===== config.mk =====
export PLATFORM = sky130hd
export DESIGN_NAME = mp5_phantom_map_flat
export DESIGN_NICKNAME = d
export VERILOG_FILES = /design/src/rtl/mp5_pkg.sv /design/src/rtl/mp5_phantom_map_if.sv /design/src/rtl/mp5_free_slot_finder.sv /design/src/rtl/mp5_phantom_map.sv /design/src/flat_wrapper.sv
export SDC_FILE = /design/constraint.sdc
export NUM_CORES = 2
export LEC_CHECK = 0
export CAP_MARGIN = 25
export CORE_UTILIZATION = 54
export DETAILED_ROUTE_END_ITERATION = 10
export PLACE_DENSITY = 0.89
export SLEW_MARGIN = 0
export SYNTH_ARGS = -nofsm -noshare
export SYNTH_HDL_FRONTEND = slang
export SYNTH_SLANG_ARGS = --single-unit

===== constraint.sdc =====
create_clock -name clk -period 6.4 [get_ports clk]
set_input_delay 1.28 -clock clk [delete_from_list [all_inputs] [get_ports clk]]
set_output_delay 1.28 -clock clk [all_outputs]
set_load 0.01 [all_outputs]

===== src/rtl/mp5_pkg.sv =====
// Shared mp5 stage types: packet format, FIFO slot and phantom map entry layouts.
package mp5_pkg;

    localparam int NUM_PIPELINES = 2;
    localparam int FIFO_SIZE     = 8;
    localparam int ID_W          = 16;
    localparam int PW            = (NUM_PIPELINES > 1) ? $clog2(NUM_PIPELINES) : 1;
    localparam int AW            = (FIFO_SIZE > 1) ? $clog2(FIFO_SIZE) : 1;

    typedef struct packed {
        logic [ID_W-1:0] id;
        logic            is_phantom;
        logic [31:0]     payload;
    } Packet;

    typedef struct packed {
        logic  valid;
        Packet pkt;
    } FIFO_Entry;

    // Location of one slot inside the stage: which FIFO and which address.
    typedef struct packed {
        logic [PW-1:0] fifo_id;
        logic [AW-1:0] addr;
    } Entry;

    typedef struct packed {
        logic            valid;
        logic [ID_W-1:0] id;
        logic [PW-1:0]   fifo_id;
        logic [AW-1:0]   addr;
    } map_entry_t;

endpackage


===== src/rtl/mp5_phantom_map_if.sv =====
// Record / lookup / insert signal bundle between an mp5 stage and its phantom map.
interface mp5_phantom_map_if;
    import mp5_pkg::*;

    logic            rec_valid;
    logic [ID_W-1:0] rec_id;
    logic [PW-1:0]   rec_fifo_id;
    logic [AW-1:0]   rec_addr;
    logic            rec_ready;

    logic            pkt_valid;
    Packet           pkt_in;

    logic            insert_valid;
    logic [PW-1:0]   insert_fifo_id;
    logic [AW-1:0]   insert_addr;
    Packet           insert_pkt;

    logic            miss_valid;
    logic [ID_W-1:0] miss_id;

    modport master (
        output rec_valid, rec_id, rec_fifo_id, rec_addr, pkt_valid, pkt_in,
        input  rec_ready, insert_valid, insert_fifo_id, insert_addr, insert_pkt,
               miss_valid, miss_id
    );

    modport slave (
        input  rec_valid, rec_id, rec_fifo_id, rec_addr, pkt_valid, pkt_in,
        output rec_ready, insert_valid, insert_fifo_id, insert_addr, insert_pkt,
               miss_valid, miss_id
    );

endinterface


===== src/rtl/mp5_free_slot_finder.sv =====
// Priority encoder: lowest set bit of a free-entry vector plus an any-free flag.
module mp5_free_slot_finder #(
    parameter  int DEPTH = 16,
    localparam int IW    = $clog2(DEPTH)
) (
    input  logic [DEPTH-1:0] free_vec,
    output logic [IW-1:0]    free_idx,
    output logic             any_free
);

    // Scanning downwards lets the lowest free index overwrite any higher one.
    always_comb begin
        free_idx = '0;
        for (int i = DEPTH - 1; i >= 0; i--) begin
            if (free_vec[i]) free_idx = IW'(i);
        end
    end

    assign any_free = |free_vec;

endmodule


===== src/rtl/mp5_phantom_map.sv =====
// Phantom id -> (fifo_id, addr) map issuing in-place insert commands for real packets.
// Optional entry aging is enabled by defining MP5_MAP_AGING_EN.
module mp5_phantom_map
    import mp5_pkg::*;
#(
    parameter int MAP_DEPTH = 16,
    parameter int AGE_LIMIT = 64
) (
    input  logic                      clk,
    input  logic                      rst,
    mp5_phantom_map_if.slave          bus,
    output logic [$clog2(MAP_DEPTH):0] occupancy,
    output logic                      overflow
);

    localparam int IW = $clog2(MAP_DEPTH);
    localparam int CW = IW + 1;

    if (((MAP_DEPTH & (MAP_DEPTH - 1)) != 0) || (AGE_LIMIT < 2)) begin : g_bad_param
        $error("mp5_phantom_map: MAP_DEPTH must be a power of 2 and AGE_LIMIT >= 2");
    end

    map_entry_t           table_q [MAP_DEPTH];
    map_entry_t           table_d [MAP_DEPTH];
    logic [MAP_DEPTH-1:0] rec_match;
    logic [MAP_DEPTH-1:0] pkt_match;
    logic [MAP_DEPTH-1:0] free_vec;
    logic [IW-1:0]        free_idx;
    logic                 any_free;
    logic                 rec_fire;
    logic                 lookup;
    logic                 bypass;
    logic                 hit;
    logic                 miss;
    logic                 rec_update;
    Entry                 hit_loc;
    logic [CW-1:0]        occ_d;

`ifdef MP5_MAP_AGING_EN
    localparam int             AGW     = $clog2(AGE_LIMIT);
    localparam logic [AGW-1:0] AGE_MAX = AGW'(AGE_LIMIT - 1);

    logic [AGW-1:0] age_q [MAP_DEPTH];
    logic [AGW-1:0] age_d [MAP_DEPTH];
`endif

    // CAM compare against the registered table only.
    always_comb begin
        for (int i = 0; i < MAP_DEPTH; i++) begin
            rec_match[i] = table_q[i].valid && (table_q[i].id == bus.rec_id);
            pkt_match[i] = table_q[i].valid && (table_q[i].id == bus.pkt_in.id);
            free_vec[i]  = !table_q[i].valid;
        end
    end

    mp5_free_slot_finder #(.DEPTH(MAP_DEPTH)) u_free (
        .free_vec (free_vec),
        .free_idx (free_idx),
        .any_free (any_free)
    );

    assign bus.rec_ready = (occupancy != CW'(MAP_DEPTH));
    assign rec_fire      = bus.rec_valid && bus.rec_ready;
    assign lookup        = bus.pkt_valid && !bus.pkt_in.is_phantom;
    // A record racing its own real packet is consumed straight into the insert.
    assign bypass        = rec_fire && lookup && (bus.rec_id == bus.pkt_in.id);
    assign rec_update    = rec_fire && !bypass;
    assign hit           = lookup && (bypass || (|pkt_match));
    assign miss          = lookup && !hit;

    always_comb begin
        hit_loc = '0;
        if (bypass) begin
            hit_loc.fifo_id = bus.rec_fifo_id;
            hit_loc.addr    = bus.rec_addr;
        end else begin
            for (int i = 0; i < MAP_DEPTH; i++) begin
                if (pkt_match[i]) begin
                    hit_loc.fifo_id = table_q[i].fifo_id;
                    hit_loc.addr    = table_q[i].addr;
                end
            end
        end
    end

    always_comb begin
        // NOTE: every comb output gets a full default first so no path can infer a latch.
        table_d = table_q;
`ifdef MP5_MAP_AGING_EN
        age_d = age_q;
`endif
        for (int i = 0; i < MAP_DEPTH; i++) begin
            if (lookup && pkt_match[i]) begin
                table_d[i].valid = 1'b0;
            end else if (rec_update && rec_match[i]) begin
                table_d[i].fifo_id = bus.rec_fifo_id;
                table_d[i].addr    = bus.rec_addr;
            end
`ifdef MP5_MAP_AGING_EN
            else if (table_q[i].valid && (age_q[i] == AGE_MAX)) begin
                table_d[i].valid = 1'b0;
            end
            if (rec_update && rec_match[i]) begin
                age_d[i] = '0;
            end else if (age_q[i] != AGE_MAX) begin
                age_d[i] = age_q[i] + 1'b1;
            end
`endif
        end
        // Allocation sees only slots free in the registered table.
        if (rec_update && !(|rec_match) && any_free) begin
            table_d[free_idx].valid   = 1'b1;
            table_d[free_idx].id      = bus.rec_id;
            table_d[free_idx].fifo_id = bus.rec_fifo_id;
            table_d[free_idx].addr    = bus.rec_addr;
`ifdef MP5_MAP_AGING_EN
            age_d[free_idx] = '0;
`endif
        end
    end

    always_comb begin
        occ_d = '0;
        for (int i = 0; i < MAP_DEPTH; i++) begin
            occ_d = occ_d + CW'(table_d[i].valid);
        end
    end

    always_ff @(posedge clk) begin
        if (rst) begin
            // NOTE: only the valid bits are reset; id/fifo_id/addr are don't-care while invalid.
            for (int i = 0; i < MAP_DEPTH; i++) begin
                table_q[i].valid <= 1'b0;
            end
            occupancy          <= '0;
            overflow           <= 1'b0;
            bus.insert_valid   <= 1'b0;
            bus.insert_fifo_id <= '0;
            bus.insert_addr    <= '0;
            bus.insert_pkt     <= '0;
            bus.miss_valid     <= 1'b0;
            bus.miss_id        <= '0;
        end else begin
            table_q          <= table_d;
            occupancy        <= occ_d;
            overflow         <= overflow | (bus.rec_valid && !bus.rec_ready);
            bus.insert_valid <= hit;
            bus.miss_valid   <= miss;
            if (hit) begin
                bus.insert_fifo_id <= hit_loc.fifo_id;
                bus.insert_addr    <= hit_loc.addr;
                bus.insert_pkt     <= bus.pkt_in;
            end
            if (miss) begin
                bus.miss_id <= bus.pkt_in.id;
            end
        end
    end

`ifdef MP5_MAP_AGING_EN
    // Ages of invalid entries are ignored and cleared again on allocation.
    always_ff @(posedge clk) begin
        age_q <= age_d;
    end
`endif

endmodule


===== src/flat_wrapper.sv =====
// flat-port wrapper written by rule: the top's interface ports become plain ports
module mp5_phantom_map_flat import mp5_pkg::*;
#(
    parameter int MAP_DEPTH = 16,
    parameter int AGE_LIMIT = 64
)
  (clk, rst, occupancy, overflow, bus_rec_valid, bus_rec_id, bus_rec_fifo_id, bus_rec_addr, bus_pkt_valid, bus_pkt_in, bus_rec_ready, bus_insert_valid, bus_insert_fifo_id, bus_insert_addr, bus_insert_pkt, bus_miss_valid, bus_miss_id);
  mp5_phantom_map_if bus_i ();
  input  logic clk;
  input  logic rst;
  output logic [$clog2(MAP_DEPTH):0] occupancy;
  output logic overflow;
  input wire logic [$bits(bus_i.rec_valid)-1:0] bus_rec_valid;
  input wire logic [$bits(bus_i.rec_id)-1:0] bus_rec_id;
  input wire logic [$bits(bus_i.rec_fifo_id)-1:0] bus_rec_fifo_id;
  input wire logic [$bits(bus_i.rec_addr)-1:0] bus_rec_addr;
  input wire logic [$bits(bus_i.pkt_valid)-1:0] bus_pkt_valid;
  input wire logic [$bits(bus_i.pkt_in)-1:0] bus_pkt_in;
  output wire logic [$bits(bus_i.rec_ready)-1:0] bus_rec_ready;
  output wire logic [$bits(bus_i.insert_valid)-1:0] bus_insert_valid;
  output wire logic [$bits(bus_i.insert_fifo_id)-1:0] bus_insert_fifo_id;
  output wire logic [$bits(bus_i.insert_addr)-1:0] bus_insert_addr;
  output wire logic [$bits(bus_i.insert_pkt)-1:0] bus_insert_pkt;
  output wire logic [$bits(bus_i.miss_valid)-1:0] bus_miss_valid;
  output wire logic [$bits(bus_i.miss_id)-1:0] bus_miss_id;
  assign bus_i.rec_valid = bus_rec_valid;
  assign bus_i.rec_id = bus_rec_id;
  assign bus_i.rec_fifo_id = bus_rec_fifo_id;
  assign bus_i.rec_addr = bus_rec_addr;
  assign bus_i.pkt_valid = bus_pkt_valid;
  assign bus_i.pkt_in = bus_pkt_in;
  assign bus_rec_ready = bus_i.rec_ready;
  assign bus_insert_valid = bus_i.insert_valid;
  assign bus_insert_fifo_id = bus_i.insert_fifo_id;
  assign bus_insert_addr = bus_i.insert_addr;
  assign bus_insert_pkt = bus_i.insert_pkt;
  assign bus_miss_valid = bus_i.miss_valid;
  assign bus_miss_id = bus_i.miss_id;
  mp5_phantom_map #(.MAP_DEPTH(MAP_DEPTH), .AGE_LIMIT(AGE_LIMIT)) u_core (.clk(clk), .rst(rst), .bus(bus_i), .occupancy(occupancy), .overflow(overflow));
endmodule

======== Word level (Yosys, flattened, before mapping) ========
Cells that the tools add are included.
word-level totals
  register bits ........................... 413
  logic and storage cells ................. 323
operators by class
  order comparisons ....................... 2
  $add $sub $neg .......................... 15
  mux-type cells .......................... 94
  equality and inequality tests ........... 34
  reductions and logical operators ........ 101
  bitwise gates (word level) .............. 3
operators by type and width
  operator                                             count
  bitwise mux 336 bit                                  4
  equality test 16 bit                                 33
  demux 21 bit (select 4 bit)                          4
  2-to-1 mux 336 bit                                   1
  2-to-1 mux 4 bit                                     66
  logical AND 1 bit                                    75
  adder 5 x 1 -> 5 bit                                 14
  OR reduction 16 bit                                  3
  logical NOT 1 bit                                    21
  2-to-1 mux 21 bit                                    1
  2-to-1 mux 20 bit                                    1
  2-to-1 mux 1 bit                                     16
  >= comparator 5 bit (second input constant)          1
  < comparator 5 x 1 -> 1 bit (second input constant)  1
  inequality test 5 bit (second input constant)        1
  inverter 4 -> 5 bit                                  1
  2-to-1 mux 3 bit                                     1
  adder 1 x 1 -> 2 bit                                 1
  AND reduction 2 bit                                  1
  logical OR 1 bit                                     1
  inverter 1 bit                                       1
  OR 1 bit                                             1

======== Logic depth before layout (Yosys ltp) ========
  depth after elaboration ................. 41
  gate-level depth with buffers ........... 24
  mapped depth without buffers ............ 22

======== By module ========
A second synthesis with hierarchy kept.
unflattened totals
  cells, all modules ...................... 2018
  area, all modules ....................... 23244.8 um^2
by module, submodules not included
  module                seq. area each (um^2)  cells each  instances  area each (um^2)
  mp5_phantom_map       11471.0                1984        1          23068.4
  mp5_free_slot_finder  0.0                    34          1          176.4

======== Least setup slack after synthesis ========
OpenSTA, ideal clock, no wires.
  path type ............................... input to register
  start point ............................. in bus_pkt_in[39]
  end point ............................... reg u_core.occupancy[4]
  path slack .............................. -0.152 ns
  arrival time ............................ 6.472 ns
  data required time ...................... 6.320 ns
  stages on the path ...................... 23
  buffers on the path ..................... 2
  setup time .............................. 0.080 ns
  cell sequence ........................... buf_4 > buf_2 > inv_1 > o221a_2 > nand3_1 > o21bai_1 > nor4_1 > nand3_1 > nor3b_1 > a21o_1 > ha_1 > inv_1 > fa_1 > fa_1 > inv_1 > fa_1 > fa_1 > inv_1 > fa_1 > fa_1 > inv_1 > a21oi_1 > nor3b_1
RTL lines
  what                    RTL line                RTL
  start: declaration      flat_wrapper.sv:18      input wire logic [$bits(bus_i.pkt_in)-1:0] bus_pkt_in;
  end signal: assignment  mp5_phantom_map.sv:135  occupancy <= '0;
  end signal: assignment  mp5_phantom_map.sv:145  occupancy <= occ_d;
  end: declaration        mp5_phantom_map.sv:12   output logic [$clog2(MAP_DEPTH):0] occupancy,

==> run_summary.xml <==
<?xml version="1.0" encoding="UTF-8"?>
<metrics>
  <group name="detailed_routing">
    <metric name="drc" unit="">0</metric>
    <metric name="drt_iter0_markers" unit="">1984</metric>
    <metric name="drt_pass1_iterations" unit="">6</metric>
    <metric name="detail_route.wirelength" unit="mm">74.0</metric>
    <metric name="detailroute.via_count" unit="">17565</metric>
    <metric name="wl_per_cell" unit="microns">26.0</metric>
    <metric name="drtAntennaViolNets" unit="">0</metric>
    <metric name="avgViaCountPerCell" unit="">6.17</metric>
  </group>
  <group name="setup_path">
    <metric name="critical_path.max_fanout" unit="">8</metric>
    <metric name="crit-reg2reg-launch" unit="">u_core.table_q[41]$_SDFF_PP0_</metric>
    <metric name="timing.reg2reg.worst_path_depth" unit="">19</metric>
    <metric name="setup.worst_path.end_class" unit="">flip-flop</metric>
    <metric name="start_kind" unit="">input pin</metric>
    <metric name="required" unit="ns">6.90</metric>
    <metric name="critical_path_class" unit="">in -&gt; reg</metric>
    <metric name="timing.rr.end" unit="">u_core.occupancy[4]$_SDFF_PP0_</metric>
    <metric name="worst_path_arrival_time" unit="ns">6.86</metric>
    <metric name="r2r_setup_slack" unit="ns">0.46</metric>
  </group>
  <group name="grt">
    <metric name="initial_antenna_violation_count" unit="">1</metric>
    <metric name="first_global_vias" unit="">17604</metric>
    <metric name="grt_pass1_wl" unit="mm">109</metric>
    <metric name="overflow" unit="">0</metric>
    <metric name="grt_start_max_net_pins" unit="">68</metric>
    <metric name="gr-usage-all-layers" unit="%">35.8</metric>
  </group>
  <group name="clock_network">
    <metric name="clk_pin_slew" unit="ns">0.06</metric>
    <metric name="clock-root-buffer" unit="">sky130_fd_sc_hd__clkbuf_16</metric>
    <metric name="number_of_buffers_inserted_during_clock_tree_synthesis" unit="">45</metric>
    <metric name="cts_tree" unit="">yes</metric>
    <metric name="clk_latency" unit="ns">0.59</metric>
    <metric name="clock_tree.buffer_depth" unit="">3</metric>
    <metric name="ctsHtreeMaxLevel" unit="">2</metric>
    <metric name="postCtsHoldBufs" unit="">0</metric>
    <metric name="cts_sinks" unit="">413</metric>
  </group>
  <group name="floorplanning">
    <metric name="placeableCoreArea" unit="sq um">39800</metric>
    <metric name="io_pins" unit="">151</metric>
    <metric name="initial_utilization" unit="%">54.8</metric>
    <metric name="floorplan.die_area" unit="sq um">41200</metric>
    <metric name="number_of_rows_created_at_floorplan" unit="">73</metric>
    <metric name="chipWidth" unit="microns">203</metric>
    <metric name="die_height" unit="microns">203</metric>
  </group>
  <group name="place">
    <metric name="post-place-cells" unit="">2762</metric>
    <metric name="portBuffers" unit="">150</metric>
    <metric name="gpl.final_weighted_congestion" unit="">1.01</metric>
    <metric name="dpl_cell_area" unit="sq um">25900</metric>
    <metric name="place.detailed.hpwl" unit="mm">54.1</metric>
    <metric name="detailedPlace.worstSlack" unit="ns">-0.779</metric>
  </group>
  <group name="run_status">
    <metric name="outcome" unit="">completed</metric>
  </group>
  <group name="synthesis">
    <metric name="yosys_register_bits" unit="">413</metric>
    <metric name="synth_area_per_cell" unit="sq um">11.5</metric>
    <metric name="yosysWarnings" unit="">0</metric>
    <metric name="postSynth.asyncResetShare" unit="%">0</metric>
    <metric name="synth_sequential_area_ratio" unit="%">52.6</metric>
    <metric name="synthDistinctLibCells" unit="">74</metric>
    <metric name="syn-num-nets" unit="">1978</metric>
    <metric name="synth_top_area_share" unit="%">44.0</metric>
    <metric name="synth_area_leaders" unit="">sky130_fd_sc_hd__edfxtp_1 (44%), sky130_fd_sc_hd__xor2_1 (13%), sky130_fd_sc_hd__dfxtp_1 (8.5%)</metric>
    <metric name="netlist_area" unit="sq um">21800</metric>
    <metric name="netlist.top_cell.by_area" unit="">sky130_fd_sc_hd__edfxtp_1</metric>
    <metric name="number_of_standard_cells_after_synthesis" unit="">1890</metric>
    <metric name="synth_top_flop_cell" unit="">sky130_fd_sc_hd__edfxtp_1</metric>
    <metric name="synth-edff-count" unit="">320</metric>
  </group>
  <group name="timing">
    <metric name="final_hold_viol_count" unit="">0</metric>
    <metric name="final_critical_path_setup_slack" unit="ns">0.0458</metric>
    <metric name="period_needed" unit="ns">6.35</metric>
    <metric name="max_slew_margin" unit="%">25.4</metric>
    <metric name="final_max_slew_viol_count" unit="">0</metric>
    <metric name="fin_tns_setup" unit="ns">0</metric>
    <metric name="clock_skew" unit="ns">0.0184</metric>
    <metric name="fmax" unit="MHz">157</metric>
    <metric name="tightest_slew" unit="ns">1.11</metric>
    <metric name="final.period_utilization" unit="%">99.3</metric>
    <metric name="grt_setup_unrepaired" unit="">true</metric>
    <metric name="setup_viol_count_final" unit="">0</metric>
    <metric name="holdWs" unit="ns">0.448</metric>
  </group>
  <group name="finish">
    <metric name="layout.cell_area.non_filler" unit="sq um">27700</metric>
    <metric name="final.fill_count" unit="">2734</metric>
    <metric name="nets" unit="">2375</metric>
    <metric name="stdcell_count" unit="">2846</metric>
    <metric name="synthToLayoutAreaGrowth" unit="%">26.8</metric>
    <metric name="post_route_cells_drive_above_1_share" unit="%">20.4</metric>
  </group>
  <group name="worst_hold_path">
    <metric name="hold_path_class" unit="">reg -&gt; reg</metric>
    <metric name="worst_hold_path_cell_count" unit="">2</metric>
    <metric name="hold_startpoint" unit="">u_core.bus.insert_pkt[45]$_SDFFE_PP0P_</metric>
    <metric name="min_delay_endpoint" unit="">u_core.bus.insert_pkt[45]$_SDFFE_PP0P_</metric>
  </group>
  <group name="power">
    <metric name="ir_drop" unit="uV">207</metric>
    <metric name="powerDensity" unit="nW/um^2">223</metric>
    <metric name="leakage" unit="nW">9.90</metric>
  </group>
  <group name="flow_run">
    <metric name="maxCapViolCount" unit="">0</metric>
  </group>
</metrics>
[worst max-delay path, stage by stage]
cell and delay [ns]:
sky130_fd_sc_hd__buf_2 0.32, sky130_fd_sc_hd__buf_4 0.24, sky130_fd_sc_hd__xor2_1 0.25, sky130_fd_sc_hd__nor4_2 0.10
sky130_fd_sc_hd__nand4_1 0.15, sky130_fd_sc_hd__o22ai_2 0.08, sky130_fd_sc_hd__nor4_1 0.30, sky130_fd_sc_hd__buf_4 0.18
sky130_fd_sc_hd__nand3_1 0.09, sky130_fd_sc_hd__buf_6 0.16, sky130_fd_sc_hd__nor3b_4 0.19, sky130_fd_sc_hd__a21o_1 0.14
sky130_fd_sc_hd__ha_1 0.23, sky130_fd_sc_hd__inv_1 0.07, sky130_fd_sc_hd__fa_1 0.43, sky130_fd_sc_hd__fa_1 0.50
sky130_fd_sc_hd__inv_1 0.05, sky130_fd_sc_hd__fa_1 0.48, sky130_fd_sc_hd__fa_1 0.53, sky130_fd_sc_hd__inv_1 0.06
sky130_fd_sc_hd__fa_2 0.36, sky130_fd_sc_hd__fa_2 0.37, sky130_fd_sc_hd__inv_1 0.06, sky130_fd_sc_hd__a21oi_1 0.06
sky130_fd_sc_hd__nor3b_1 0.17
[timing repair]
action,CTS,global route
pin swaps,0,11
setup buffers,0,2
gates resized for setup,10,43
setup endpoints to repair,4,4
hold endpoints to repair,0,0
[worst max path at each step]
| stage | start | slack (ns) | endpoint |
|---|---|---|---|
| after floorplan | bus_pkt_in[45] | 0.01 | u_core.occupancy[4]$_SDFF_PP0_ |
| after global placement | bus_pkt_in[33] | -0.67 | u_core.occupancy[4]$_SDFF_PP0_ |
| after detailed placement | bus_pkt_in[33] | -0.78 | u_core.occupancy[4]$_SDFF_PP0_ |
| after CTS | bus_pkt_in[46] | 0.01 | u_core.occupancy[4]$_SDFF_PP0_ |
| after global routing | bus_rec_id[11] | -0.12 | u_core.occupancy[4]$_SDFF_PP0_ |
| final | bus_rec_id[5] | 0.05 | u_core.occupancy[4]$_SDFF_PP0_ |
[cells in the final DEF (no fill, tap or decap), types with 19 or more instances in the layout]
cell type	netlist	layout
sky130_fd_sc_hd__clkbuf_16	0	50
sky130_fd_sc_hd__dfxtp_1	93	93
sky130_fd_sc_hd__clkdlybuf4s50_1	0	128
sky130_fd_sc_hd__a21oi_1	69	69
sky130_fd_sc_hd__nor4_1	107	82
sky130_fd_sc_hd__buf_4	12	271
sky130_fd_sc_hd__mux2_2	25	25
sky130_fd_sc_hd__xnor2_1	192	192
sky130_fd_sc_hd__nand4_1	45	45
sky130_fd_sc_hd__nor3_1	28	25
sky130_fd_sc_hd__nand2_1	201	201
sky130_fd_sc_hd__xor2_1	335	330
sky130_fd_sc_hd__buf_12	1	27
sky130_fd_sc_hd__mux2i_1	19	19
sky130_fd_sc_hd__edfxtp_1	320	320
sky130_fd_sc_hd__nor2_1	83	81
sky130_fd_sc_hd__nand3_1	31	30
sky130_fd_sc_hd__mux2_1	38	38
sky130_fd_sc_hd__inv_1	32	31
sky130_fd_sc_hd__nor4_2	0	23
[layer usage]
| layer | share of wire [%] | GRT usage [%] | vias to the layer above |
|---|---|---|---|
| li1 | - | - | 7525 |
| met1 | 38 | 46.9 | 8536 |
| met2 | 45 | 56.0 | 1227 |
| met3 | 12 | 9.49 | 277 |
| met4 | 4.9 | 15.6 | 0 |
| met5 | 0 | 0 | - |
[logic make-up (layout without fill, tap and decap cells)]
logic type | count (synthesis) | in the layout | synth area share [%]
and+or+nand+nor | 554 | 554 | 12.8
xor gates and xnor gates | 527 | 527 | 21.1
DFF | 413 | 413 | 52.6
AOI/OAI and AO/OA | 164 | 164 | 4.95
buffers and inverters | 135 | 564 | 3.26
muxes | 82 | 82 | 4.12
adders and majority gates | 15 | 15 | 1.20
other | 0 | 2 | 0
[synthesized netlist by cell type (4+ instances only)]
library cell and n:
sky130_fd_sc_hd__o21ai_0 12, sky130_fd_sc_hd__buf_2 53, sky130_fd_sc_hd__xor2_1 335, sky130_fd_sc_hd__a22oi_1 5
sky130_fd_sc_hd__edfxtp_1 320, sky130_fd_sc_hd__buf_6 7, sky130_fd_sc_hd__mux2_1 38, sky130_fd_sc_hd__a21oi_1 69
sky130_fd_sc_hd__nand3_1 31, sky130_fd_sc_hd__a31oi_1 8, sky130_fd_sc_hd__dfxtp_1 93, sky130_fd_sc_hd__fa_1 10
sky130_fd_sc_hd__mux2_2 25, sky130_fd_sc_hd__o22ai_1 5, sky130_fd_sc_hd__inv_1 32, sky130_fd_sc_hd__and3_1 7
sky130_fd_sc_hd__nor4bb_1 4, sky130_fd_sc_hd__clkbuf_1 26, sky130_fd_sc_hd__nor2_1 83, sky130_fd_sc_hd__or3_1 4
sky130_fd_sc_hd__ha_1 5, sky130_fd_sc_hd__a311o_1 5, sky130_fd_sc_hd__a21o_1 9, sky130_fd_sc_hd__or2_2 6
sky130_fd_sc_hd__o2111ai_1 5, sky130_fd_sc_hd__nor4_1 107, sky130_fd_sc_hd__nor3_1 28, sky130_fd_sc_hd__xnor2_1 192
sky130_fd_sc_hd__and2_1 4, sky130_fd_sc_hd__a22o_1 9, sky130_fd_sc_hd__nor3b_1 7, sky130_fd_sc_hd__buf_4 12
sky130_fd_sc_hd__mux2i_1 19, sky130_fd_sc_hd__nand4_1 45, sky130_fd_sc_hd__o211ai_1 7, sky130_fd_sc_hd__or4_1 6
sky130_fd_sc_hd__nand2_1 201
[per-stage QoR]
stage	power (mW)	util (%)
floorplan	3.32	-
global placement	3.63	65.1
detailed placement	3.65	65.1
CTS	6.17	68.8
global route	6.31	69.5
finish	6.18	69.5
[report_power, final]
part	total (mW)	internal (mW)	switching, mW
clock network	2.55	1.45	1.10
registers	2.96	2.93	0.0274
logic	0.673	0.290	0.382
[layout make-up]
cell class                 count  area (sq um)  area share, %
sequential                   413         11500           41.5
multi-input combinational   1342          9930           35.9
timing repair buffer         452          4050           14.7
clock buffer                  57          1320           4.76
tap                          525           657           2.37
inverter                      33           124          0.448
clock inverter                22           114          0.411
antenna                        2          5.00         0.0181
Power figures use the tool's default switching activity.
